$ cat config.mk
export PLATFORM = sky130hd
export DESIGN_NAME = demux1to4_seq
export DESIGN_NICKNAME = d
export VERILOG_FILES = /design/src/rtl/demux1to4_seq.sv
export SDC_FILE = /design/constraint.sdc
export NUM_CORES = 1
export LEC_CHECK = 0
export BUFFER_PORTS_ARGS = -buffer_cell sky130_fd_sc_hd__buf_2
export CAP_MARGIN = 30
export CORE_MARGIN = 4
export CORE_UTILIZATION = 43
export CTS_CLUSTER_SIZE = 20
export DETAILED_ROUTE_END_ITERATION = 10
export GPL_ROUTABILITY_DRIVEN = 0
export PLACE_DENSITY = 0.82
export RECOVER_POWER = 50
export SYNTH_ARGS = -nofsm -noshare
export SYNTH_HDL_FRONTEND = slang
export SYNTH_SLANG_ARGS = --single-unit
$ cat constraint.sdc
create_clock -name clk -period 1.5 [get_ports clk]
set_clock_uncertainty 0.05 [all_clocks]
set_input_delay 0.3 -clock clk [delete_from_list [all_inputs] [get_ports clk]]
set_output_delay 0.3 -clock clk [all_outputs]
set_load 0.01 [all_outputs]
$ cat src/rtl/demux1to4_seq.sv
// Registered 1-to-4 demux: routes one word into one of four holding
// registers, chosen by sel or by a round-robin pointer.
module demux1to4_seq #(
  parameter int WIDTH = 4
) (
  input  logic               clk,
  input  logic               rst,
  input  logic               in_valid,
  output logic               in_ready,
  input  logic [WIDTH-1:0]   in,
  input  logic [1:0]         sel,
  input  logic               mode,
  input  logic [3:0]         ack,
  output logic [4*WIDTH-1:0] out,
  output logic [3:0]         out_valid,
  output logic [1:0]         ptr
);

  logic [1:0] tgt;
  logic       acc;

  assign tgt      = mode ? ptr : sel;
  assign in_ready = ~out_valid[tgt] | ack[tgt];
  assign acc      = in_valid & in_ready;

  // A load into a channel overrides its own ack in the same cycle
  always_ff @(posedge clk or posedge rst) begin
    if (rst) begin
      out       <= '0;
      out_valid <= '0;
      ptr       <= '0;
    end else begin
      for (int i = 0; i < 4; i++) begin
        if (acc && (tgt == 2'(i))) begin
          out[i*WIDTH +: WIDTH] <= in;
          out_valid[i]          <= 1'b1;
        end else if (ack[i]) begin
          out_valid[i] <= 1'b0;
        end
      end
      if (acc && mode)
        ptr <= ptr + 2'd1;
    end
  end

endmodule

==> run_results.csv, run 1 <==
group,metric,value,unit
run_status,status,"finished, violations left",
run_status,violations,"setup timing",
timing,rsz0062_at_grt,"yes",
cells_and_area,fillerInstances,191,
route,wire_per_inst,14.75,um
global_route,grt_pass1_vias,784,
cells_and_area,area_growth_syn_to_layout,41.76,%
cells_and_area,fin_nets,136,
clocking,clock_latency,310,ps
placement,dp_slack,-126.1,ps
critical_path,cp_cell_sequence,"mux2_4 > mux2i_2 > mux2i_1 > buf_2",
route,ant_nets,0,
yosys,synth.distinct_cells,19,
global_route,antenna_found_initial,0,
cells_and_area,final_common_cell,"buf_2",
global_route,overflow,0,
clocking,clockRootBuffer,"clkbuf_4",
critical_path,arrival,1490,ps
placement,dp.cells,138,
cells_and_area,final_cell_mix,"33 x buf_2, 21 x dfrtp_1, 11 x mux2_4, 9 x buf_4, 7 x mux2_2",
route,dr.pass1.iters,4,
route,wirelength,2.198,mm
global_route,grt_use_total,0.1416,
yosys,syn-num-nets,83,
floorplan,core_area,0.002233,mm^2
timing,setup_viol,14,
global_route,grt_max_degree,17,
global_route,grt_pass1_wl,3.594,mm
critical_path,reg2reg_from,"ptr[1]",
timing,period_needed,1837,ps
yosys,synth-warning-count,0,
floorplan,boundaryPins,37,
clocking,htreeDepth,1,
critical_path,cpPeakStageDelay,430,ps
floorplan,initial_core_util,0.4521,
critical_path,cp_max_fo,4,
critical_path,cp.required,1150,ps
hold_path,hold_class,"in2reg",
yosys,syn_avg_cell_area,14.63,um^2
critical_path,cp_slowest_cell,"dfrtp_2",
route,drt_iter0_drc,11,
critical_path,worst_r2r_endpoint,"out[12]",
hold_path,worstHoldEndpoint,"out[15]",
timing,slew_headroom,0.7424,
route,via_count,756,
job,max_cap_violations,0,
cells_and_area,antenna_cells,0,
placement,dpl.hpwl,1.682,mm
placement,port_buffers,36,
cells_and_area,final_layout_size_suffix_gt1_frac,0.6281,
power,ir_worst_vdd,1.540,mV
route,viasPerCell,5.074,
timing,holdWs,212.4,ps
clocking,cts_num_sinks,22,
hold_path,min_from,"in[3]",
floorplan,rows,17,
floorplan,fp.dieW,56.46,um
timing,slew_viol_final,0,
route,remaining_drc_errors,0,
timing,tightestPinTransition,386.4,ps
cells_and_area,layoutNonFillerInstCount,149,
clocking,clk_pin_slew,120,ps
clocking,cts_buffers,3,
critical_path,critPathLaunchType,"flop",
clocking,tritoncts,"yes",
floorplan,die_h,56.46,um
yosys,synth_cells,69,
power,pwr_density_cell,1852,mW/mm^2
timing,hold_violations,0,
yosys,ys_ff_latch,22,
timing,fmax,544.4,MHz
hold_path,hold_depth,2,
yosys,netlist_area,0.001010,mm^2
critical_path,rrSetupSlack,-90,ps
power,p_leak,0.0007216,uW
clocking,clock_path_buffers,2,
timing,period_share,1.225,
floorplan,dieArea,0.003188,mm^2
yosys,yosysSeqAreaShare,0.5452,
critical_path,crit_path_end_kind,"output pin",
critical_path,r2r_cells,5,
critical_path,worstSetupPathType,"reg2out",
timing,postLayoutSetupSlackWorst,-337.0,ps
power,fin_total_pwr,2651,uW
cells_and_area,fin_util,0.6409,
[synthesized netlist by cell type (all sizes together)]
master	instances	area share
nand3	1	0.0050
dfrtp	22	0.55
nand4	4	0.067
a21oi	1	0.0050
mux2	18	0.21
nor2	1	0.0037
o31ai	1	0.0074
buf	1	0.011
nand2	5	0.019
mux2i	5	0.074
o21ai	3	0.015
nor3	1	0.0050
inv	1	0.0037
nand2b	4	0.025
nor2b	1	0.0062
[worst max-delay path, delay by kind of cell (launching register included)]
kind	cells	cell delay, ps
buffers and inverters	1	140
DFF	1	430
muxes	3	600
[power by group]
part | internal [uW] | total, uW | switching [uW]
Combinational | 664 | 1190 | 523
Sequential | 860 | 1010 | 153
Clock | 270 | 450 | 180
Total | 1790 | 2650 | 857
[flip-flops by register name (all words and copies together), names as in the netlist]
| name | count |
|---|---|
| ptr | 2 |
| out | 16 |
| out_valid | 4 |
[worst max-delay path by stage]
stage | from | endpoint | slack [ps]
after CTS | ptr[1] | in_ready | -330
after global placement | mode | in_ready | -70
after floorplan | mode | in_ready | 4
after global routing | ptr[1] | in_ready | -400
after detailed placement | mode | in_ready | -130
final | ptr[1] | in_ready | -340
[stage by stage]
step	cell area [um^2]	setup TNS [ps]
3_3_place_gp	1260	-596.1
6_report	1431	-1108
3_5_place_dp	1260	-1115
4_1_cts	1345	-338.4
2_1_floorplan	1011	0
5_1_grt	1431	-1946
[final cells by class]
cell class	instances	area (um^2)	share of cell area
Timing Repair Buffer	49	289.0	0.2019
Clock inverter	1	30.03	0.02098
Inverter	1	3.754	0.002622
Multi-Input combinational cell	45	499.2	0.3488
Tap cell	28	35.03	0.02448
Sequential cell	22	551.8	0.3855
Clock buffer	3	22.52	0.01573
[cells by family (layout without fill, tap and decap cells)]
kind of cell           count (synthesis)  count (layout)  share of synthesized area
buffers and inverters                  2              54                    0.01487
AO/OA/AOI/OAI                          5               5                    0.02726
flip-flops                            22              22                     0.5452
multiplexers                          23              23                     0.2825
AND/OR/NAND/NOR                       17              17                     0.1301
[what timing repair did]
action / CTS / global route
resized for setup: 2 / 14
hold buffers: 1 / 0
pin swaps: 0 / 2
hold endpoints to repair: 6 / 0
setup buffers: 2 / 4
setup endpoints to repair: 3 / 17
[routing by layer]
| layer | GRT usage | part of all wire | vias to the layer above |
|---|---|---|---|
| met4 | 0.04068 | 0.0055 | 0 |
| li1 | - | - | 352 |
| met2 | 0.2426 | 0.51 | 28 |
| met1 | 0.1854 | 0.43 | 374 |
| met5 | 0 | 0 | - |
| met3 | 0.01839 | 0.056 | 2 |
(Power assumes the default switching activity.)
==> run 2, diff against run 1 <==
--- a/constraint.sdc
+++ b/constraint.sdc
@@ -3,3 +3,3 @@
 set_input_delay 0.3 -clock clk [delete_from_list [all_inputs] [get_ports clk]]
 set_output_delay 0.3 -clock clk [all_outputs]
-set_load 0.01 [all_outputs]
+set_load 0.02 [all_outputs]
==> run 2 against run 1 <==
  * The flow still finishes with violations (setup timing)
  * Final cell count is 2.7% lower
  * Worst setup slack worse by 31 ps
  * Die area stayed put
  * Sequential power hardly changed
  * Critical path type unchanged
  * First-iteration DRC count is 73% lower
  * Critical endpoint unchanged
  * Maximum frequency is 1.7% lower
==> run_results.csv, run 2 (same netlist as run 1, synthesis figures left out) <==
group,metric,value,unit
floorplan,dieArea,0.003188,mm^2
critical_path,critPathLaunchType,"flop",
timing,rsz0062_at_grt,"yes",
critical_path,cp_slowest_cell,"dfrtp_2",
route,viasPerCell,5.000,
critical_path,crit_buf_inv,1,
critical_path,arrival,1520,ps
timing,fmax,535.2,MHz
route,dr.pass1.iters,3,
clocking,htreeDepth,1,
power,internal-power,1615,uW
route,ant_nets,0,
critical_path,cp_common_cell,"mux2i_4",
timing,period_share,1.246,
clocking,clock_latency,310,ps
clocking,clockRootBuffer,"clkbuf_4",
critical_path,rrSetupSlack,-130,ps
power,p_seq_frac,0.380,
placement,placed_cell_area,0.001287,mm^2
cells_and_area,area_growth_syn_to_layout,38.41,%
cells_and_area,final_layout_size_suffix_gt1_frac,0.6239,
global_route,overflow,0,
critical_path,cp_max_fo,3,
power,p_clk_frac,0.121,
timing,slew_viol_final,0,
timing,setup_viol,9,
power,pwr_density_cell,1908,mW/mm^2
cells_and_area,regMostFlops,"out",
timing,period_needed,1868,ps
global_route,grt_pass1_vias,771,
placement,dp_slack,-173.3,ps
route,wirelength,2.140,mm
route,remaining_drc_errors,0,
cells_and_area,reg_top3,"out: 16 flops, out_valid: 4 flops, ptr: 2 flops",
critical_path,worstSetupPathType,"reg2out",
hold_path,hold_class,"in2reg",
timing,slew_headroom,0.6459,
job,max_cap_violations,0,
global_route,grt_pass1_wl,3.684,mm
floorplan,fp.dieW,56.46,um
critical_path,crit_path_end_kind,"output pin",
floorplan,initial_core_util,0.4521,
clocking,clk_pin_slew,120,ps
run_status,status,"finished, violations left",
cells_and_area,fin_nets,132,
critical_path,cpPeakStageDelay,420,ps
critical_path,cp_cell_sequence,"mux2_4 > mux2i_4 > mux2i_4 > buf_6",
placement,port_buffers,36,
cells_and_area,stdcell_area,0.001398,mm^2
route,wire_per_inst,14.76,um
global_route,antenna_found_initial,0,
cells_and_area,fillerInstances,201,
global_route,grt_use_total,0.1491,
cells_and_area,final_common_cell,"buf_2",
timing,postLayoutSetupSlackWorst,-368.3,ps
cells_and_area,largest_register_ffs,16,
route,via_count,725,
run_status,violations,"setup timing",
placement,dpl.hpwl,1.673,mm
cells_and_area,final_cell_mix,"31 x buf_2, 20 x dfrtp_1, 10 x mux2_4, 8 x mux2_2, 7 x buf_4",
timing,tightestPinTransition,531.1,ps
floorplan,boundaryPins,37,
floorplan,die_h,56.46,um
clocking,cts_num_sinks,22,
route,drt_iter0_drc,3,
clocking,cts_buffers,3,
critical_path,cp.required,1150,ps
clocking,tritoncts,"yes",
cells_and_area,antenna_cells,0,
power,switchingPower,1052,uW
floorplan,rows,17,
power,p_leak,0.0006807,uW
power,ir_worst_vdd,1.254,mV
global_route,grt_max_degree,23,
power,switching_share,0.3945,
clocking,clock_path_buffers,2,
timing,fin_tns_setup,-1348,ps
timing,hold_violations,0,
critical_path,crit_family,"multiplexers",
power,combPwrFrac,0.500,
power,fin_total_pwr,2667,uW
floorplan,core_area,0.002233,mm^2
run 2: cell types whose count changed in the layout (fill, tap and decap cells not counted), sizes merged:
| cell | before | now |
|---|---|---|
| clkbuf | 6 | 9 |
| buf | 45 | 39 |
| bufinv | 1 | 0 |
run 2: layout make-up:
type / instances / area, um^2 / share of cell area
multi-input cells: 45 / 520.5 / 0.3724
flip-flops and latches: 22 / 553.0 / 0.3957
inverters: 1 / 3.754 / 0.002686
repair buffers: 45 / 249.0 / 0.1782
clock buffers: 4 / 36.28 / 0.02596
well taps: 28 / 35.03 / 0.02507
run 2: what timing repair did:
item,4_1_cts,5_1_grt
hold buffers,1,0
resized for setup,13,1
buffers inserted,1,0
hold endpoints to repair,22,0
endpoints found under the setup margin,12,17
run 2: power by group through the flow:
stage	Sequential (uW)	Clock, uW	Combinational, uW
after floorplan	1360	0	447
after global placement	1000	0	1210
after detailed placement	1020	0	1230
after CTS	1020	328	1360
after global routing	1050	356	1420
final	1010	322	1330
run 2: final timing paths:
kind	end	depth (start not counted)	startpoint
setup / recovery	in_ready	4	ptr[1]
hold / removal	out[14]	2	in[2]
setup reg to reg	out[9]	5	ptr[1]
hold reg to reg	out[6]	1	out[6]
max in group asynchronous	ptr[1]	4	rst
min in group asynchronous	out[1]	4	rst
run 2: per-stage QoR:
stage	utilization	hold slack [ps]	instances
4_1_cts	0.6252	204.9	145
3_5_place_dp	0.5765	292.4	139
5_1_grt	0.6258	197.3	145
6_report	0.6258	204.1	145
2_1_floorplan	-	239.2	69
3_3_place_gp	0.5765	286.4	139
run 2: routing by layer:
metal,up-vias,track usage,part of all wire
met5,-,0,0
li1,340,-,-
met1,358,0.1779,0.42
met3,3,0.03908,0.060
met2,24,0.2525,0.51
met4,0,0.06102,0.014
==> run 3, diff against run 2 <==
Settings changed: ABC_AREA set to 1, CORE_UTILIZATION 43 to 44.
==> run 3 against run 2 <==
  * The flow still finishes with violations (setup timing)
  * Design area rose by 14%
  * Synthesized cell count is 94% higher
  * Non-clock buffer count rose by 12
  * First-iteration DRC count rose to 21 times the previous value
  * Routed wire length rose by 61%
  * Maximum frequency is 3.7% higher
  * Combinational power rose by 23%
  * Via count grew 74%
  * Clock-buffer cell count is 1 lower
  * Largest power group unchanged
  * Highest routed layer unchanged
==> run_results.csv, run 3 <==
group,metric,value,unit
clocking,tritoncts,"yes",
hold_path,worstHoldEndpoint,"out_valid[0]",
timing,setup_viol,23,
floorplan,boundaryPins,37,
run_status,status,"finished, violations left",
cells_and_area,regMostFlops,"out",
yosys,synth_top_area_frac,0.5087,
critical_path,critPathLaunchType,"flop",
global_route,grt_pass1_vias,1227,
yosys,netlist_area,0.001082,mm^2
yosys,syn-num-nets,148,
run_status,violations,"setup timing",
critical_path,rrSetupSlack,-180,ps
yosys,ys_top_cells_by_area,"dfrtp_1 51%, nand2_1 19%, nand4_1 10%, nand3_1 4.2%, inv_1 3.5%",
yosys,synth.largest_area_cell,"dfrtp_1",
global_route,antenna_found_initial,0,
route,dr.pass1.iters,4,
global_route,overflow,0,
hold_path,hold_depth,2,
placement,placed_cell_area,0.001373,mm^2
critical_path,reg2reg_from,"ptr[1]",
floorplan,core_area,0.002276,mm^2
yosys,async_flop_share,1.000,
global_route,grt_use_total,0.2135,
critical_path,worst_r2r_endpoint,"ptr[0]",
timing,slew_headroom,0.6446,
critical_path,r2r_cells,11,
clocking,htreeDepth,1,
global_route,grt_pass1_wl,5.485,mm
yosys,synth_commonest_cells,"54 x nand2_1, 22 x dfrtp_1, 18 x nand4_1",
clocking,clock_path_buffers,2,
route,remaining_drc_errors,0,
yosys,synth.most_common_cell,"nand2_1",
cells_and_area,fin_nets,206,
power,pwr_density_cell,1957,mW/mm^2
route,wire_per_inst,15.77,um
yosys,synth-warning-count,0,
floorplan,die_h,57.60,um
timing,slew_viol_final,0,
critical_path,crit_path_end_kind,"output pin",
yosys,synth_cells,134,
clocking,cts_buffers,3,
cells_and_area,final_cell_mix,"49 x nand2_1, 35 x buf_2, 21 x dfrtp_1, 18 x nand4_1, 18 x buf_4",
critical_path,cp_max_fo,4,
cells_and_area,largest_register_ffs,16,
cells_and_area,area_growth_syn_to_layout,46.94,%
global_route,grt_max_degree,23,
critical_path,cp.required,1150,ps
timing,postLayoutSetupSlackWorst,-302.3,ps
route,via_count,1260,
cells_and_area,final_layout_size_suffix_gt1_frac,0.4555,
hold_path,hold_class,"in2reg",
placement,dpl.hpwl,2.121,mm
power,p_leak,0.0008798,uW
timing,holdWs,130.9,ps
timing,fin_tns_setup,-2895,ps
clocking,clockRootBuffer,"clkbuf_4",
clocking,clock_latency,310,ps
cells_and_area,final_common_cell,"nand2_1",
cells_and_area,reg_top3,"out: 16 flops, out_valid: 4 flops, ptr: 2 flops",
yosys,yosysSeqAreaShare,0.5087,
cells_and_area,stdcell_area,0.001590,mm^2
placement,port_buffers,36,
cells_and_area,fillerInstances,155,
clocking,clk_pin_slew,120,ps
yosys,ys_ff_latch,22,
route,viasPerCell,5.753,
job,max_cap_violations,0,
hold_path,min_from,"ack[0]",
route,ant_nets,0,
critical_path,worstSetupPathType,"reg2out",
yosys,synth.distinct_cells,15,
timing,tightestPinTransition,533.1,ps
route,drt_iter0_drc,64,
floorplan,fp.dieW,57.60,um
route,wirelength,3.453,mm
timing,rsz0062_at_grt,"yes",
yosys,synth_edf_count,0,
critical_path,arrival,1450,ps
cells_and_area,fin_util,0.6987,
clocking,cts_num_sinks,22,
power,ir_worst_vdd,1.242,mV
yosys,synth_ff_type,"dfrtp_1",
cells_and_area,antenna_cells,0,
floorplan,rows,17,
timing,fmax,554.8,MHz
floorplan,initial_core_util,0.4755,
timing,period_needed,1802,ps
floorplan,dieArea,0.003317,mm^2
timing,period_share,1.202,
timing,hold_violations,0,
power,fin_total_pwr,3112,uW
yosys,syn_avg_cell_area,8.077,um^2
run 3: changes by cell type after synthesis, sizes merged, moves of 4 or more:
cell | before | now
nand2b | 4 | 0
nor2 | 1 | 5
nand4 | 4 | 18
mux2i | 5 | 0
nand3 | 1 | 10
nand2 | 5 | 60
mux2 | 18 | 0
inv | 1 | 11
run 3: cells by family (layout without fill, tap and decap cells):
family                 Yosys count  count (layout)  synth area share
AOI/OAI and AO/OA                4               4           0.01850
DFF                             22              22            0.5087
and+or+nand+nor                 93              93            0.4058
buffers and inverters           15              72           0.06704
run 3: routing by layer:
layer / routed length [um] / vias to the layer above / GRT usage / share of wire
met3: 329 / 24 / 0.04751 / 0.095
met1: 1255 / 582 / 0.2599 / 0.36
li1: - / 562 / - / -
met5: 0 / - / 0 / 0
met4: 211 / 0 / 0.1060 / 0.061
met2: 1657 / 92 / 0.3532 / 0.48
run 3: final cells by class:
cell class              count  area [um^2]  area share
multi-input cells          97        561.8      0.3533
flip-flops and latches     22        551.8      0.3470
repair buffers             57        347.8      0.2187
inverters                  11        41.29     0.02596
well taps                  28        35.03     0.02203
clock inverters             1        30.03     0.01888
clock buffers               3        22.52     0.01416
run 3: timing repair:
| action | 4_1_cts | 5_1_grt |
|---|---|---|
| resized for setup | 24 | 3 |
| endpoints found under the setup margin | 20 | 23 |
| setup buffers | 5 | 1 |
| pin swaps | 4 | 5 |
| hold endpoints to repair | 22 | 0 |
| hold buffers | 1 | 0 |
run 3: where the power goes:
part / total [uW] / internal, uW / switching, uW
Sequential: 1030 / 859 / 167
Combinational: 1630 / 603 / 1020
Clock: 457 / 270 / 187
run 3: worst max-delay path by stage:
stage,start,endpoint,slack [ps],depth (start not counted)
after floorplan,ptr[1],in_ready,0.1,8
after global placement,mode,out[14],5,12
after detailed placement,mode,out[12],-60,12
after CTS,ptr[0],in_ready,-250,9
after global routing,ptr[1],in_ready,-380,7
final,ptr[1],in_ready,-300,7
run 3: stage by stage:
step                cells  worst slack, ps
floorplan             134           0.1479
global placement      208            4.977
detailed placement    208           -63.62
CTS                   218           -248.4
global route          219           -375.3
finish                219           -302.3
run 3: worst max-delay path: stages, from the launching register on:
cell     delay [ps]
dfrtp_1         440
nand2_1         110
nand2_2         110
nand3_2         110
nand2_2          70
nor2_4          110
nand2_4          70
buf_6           130
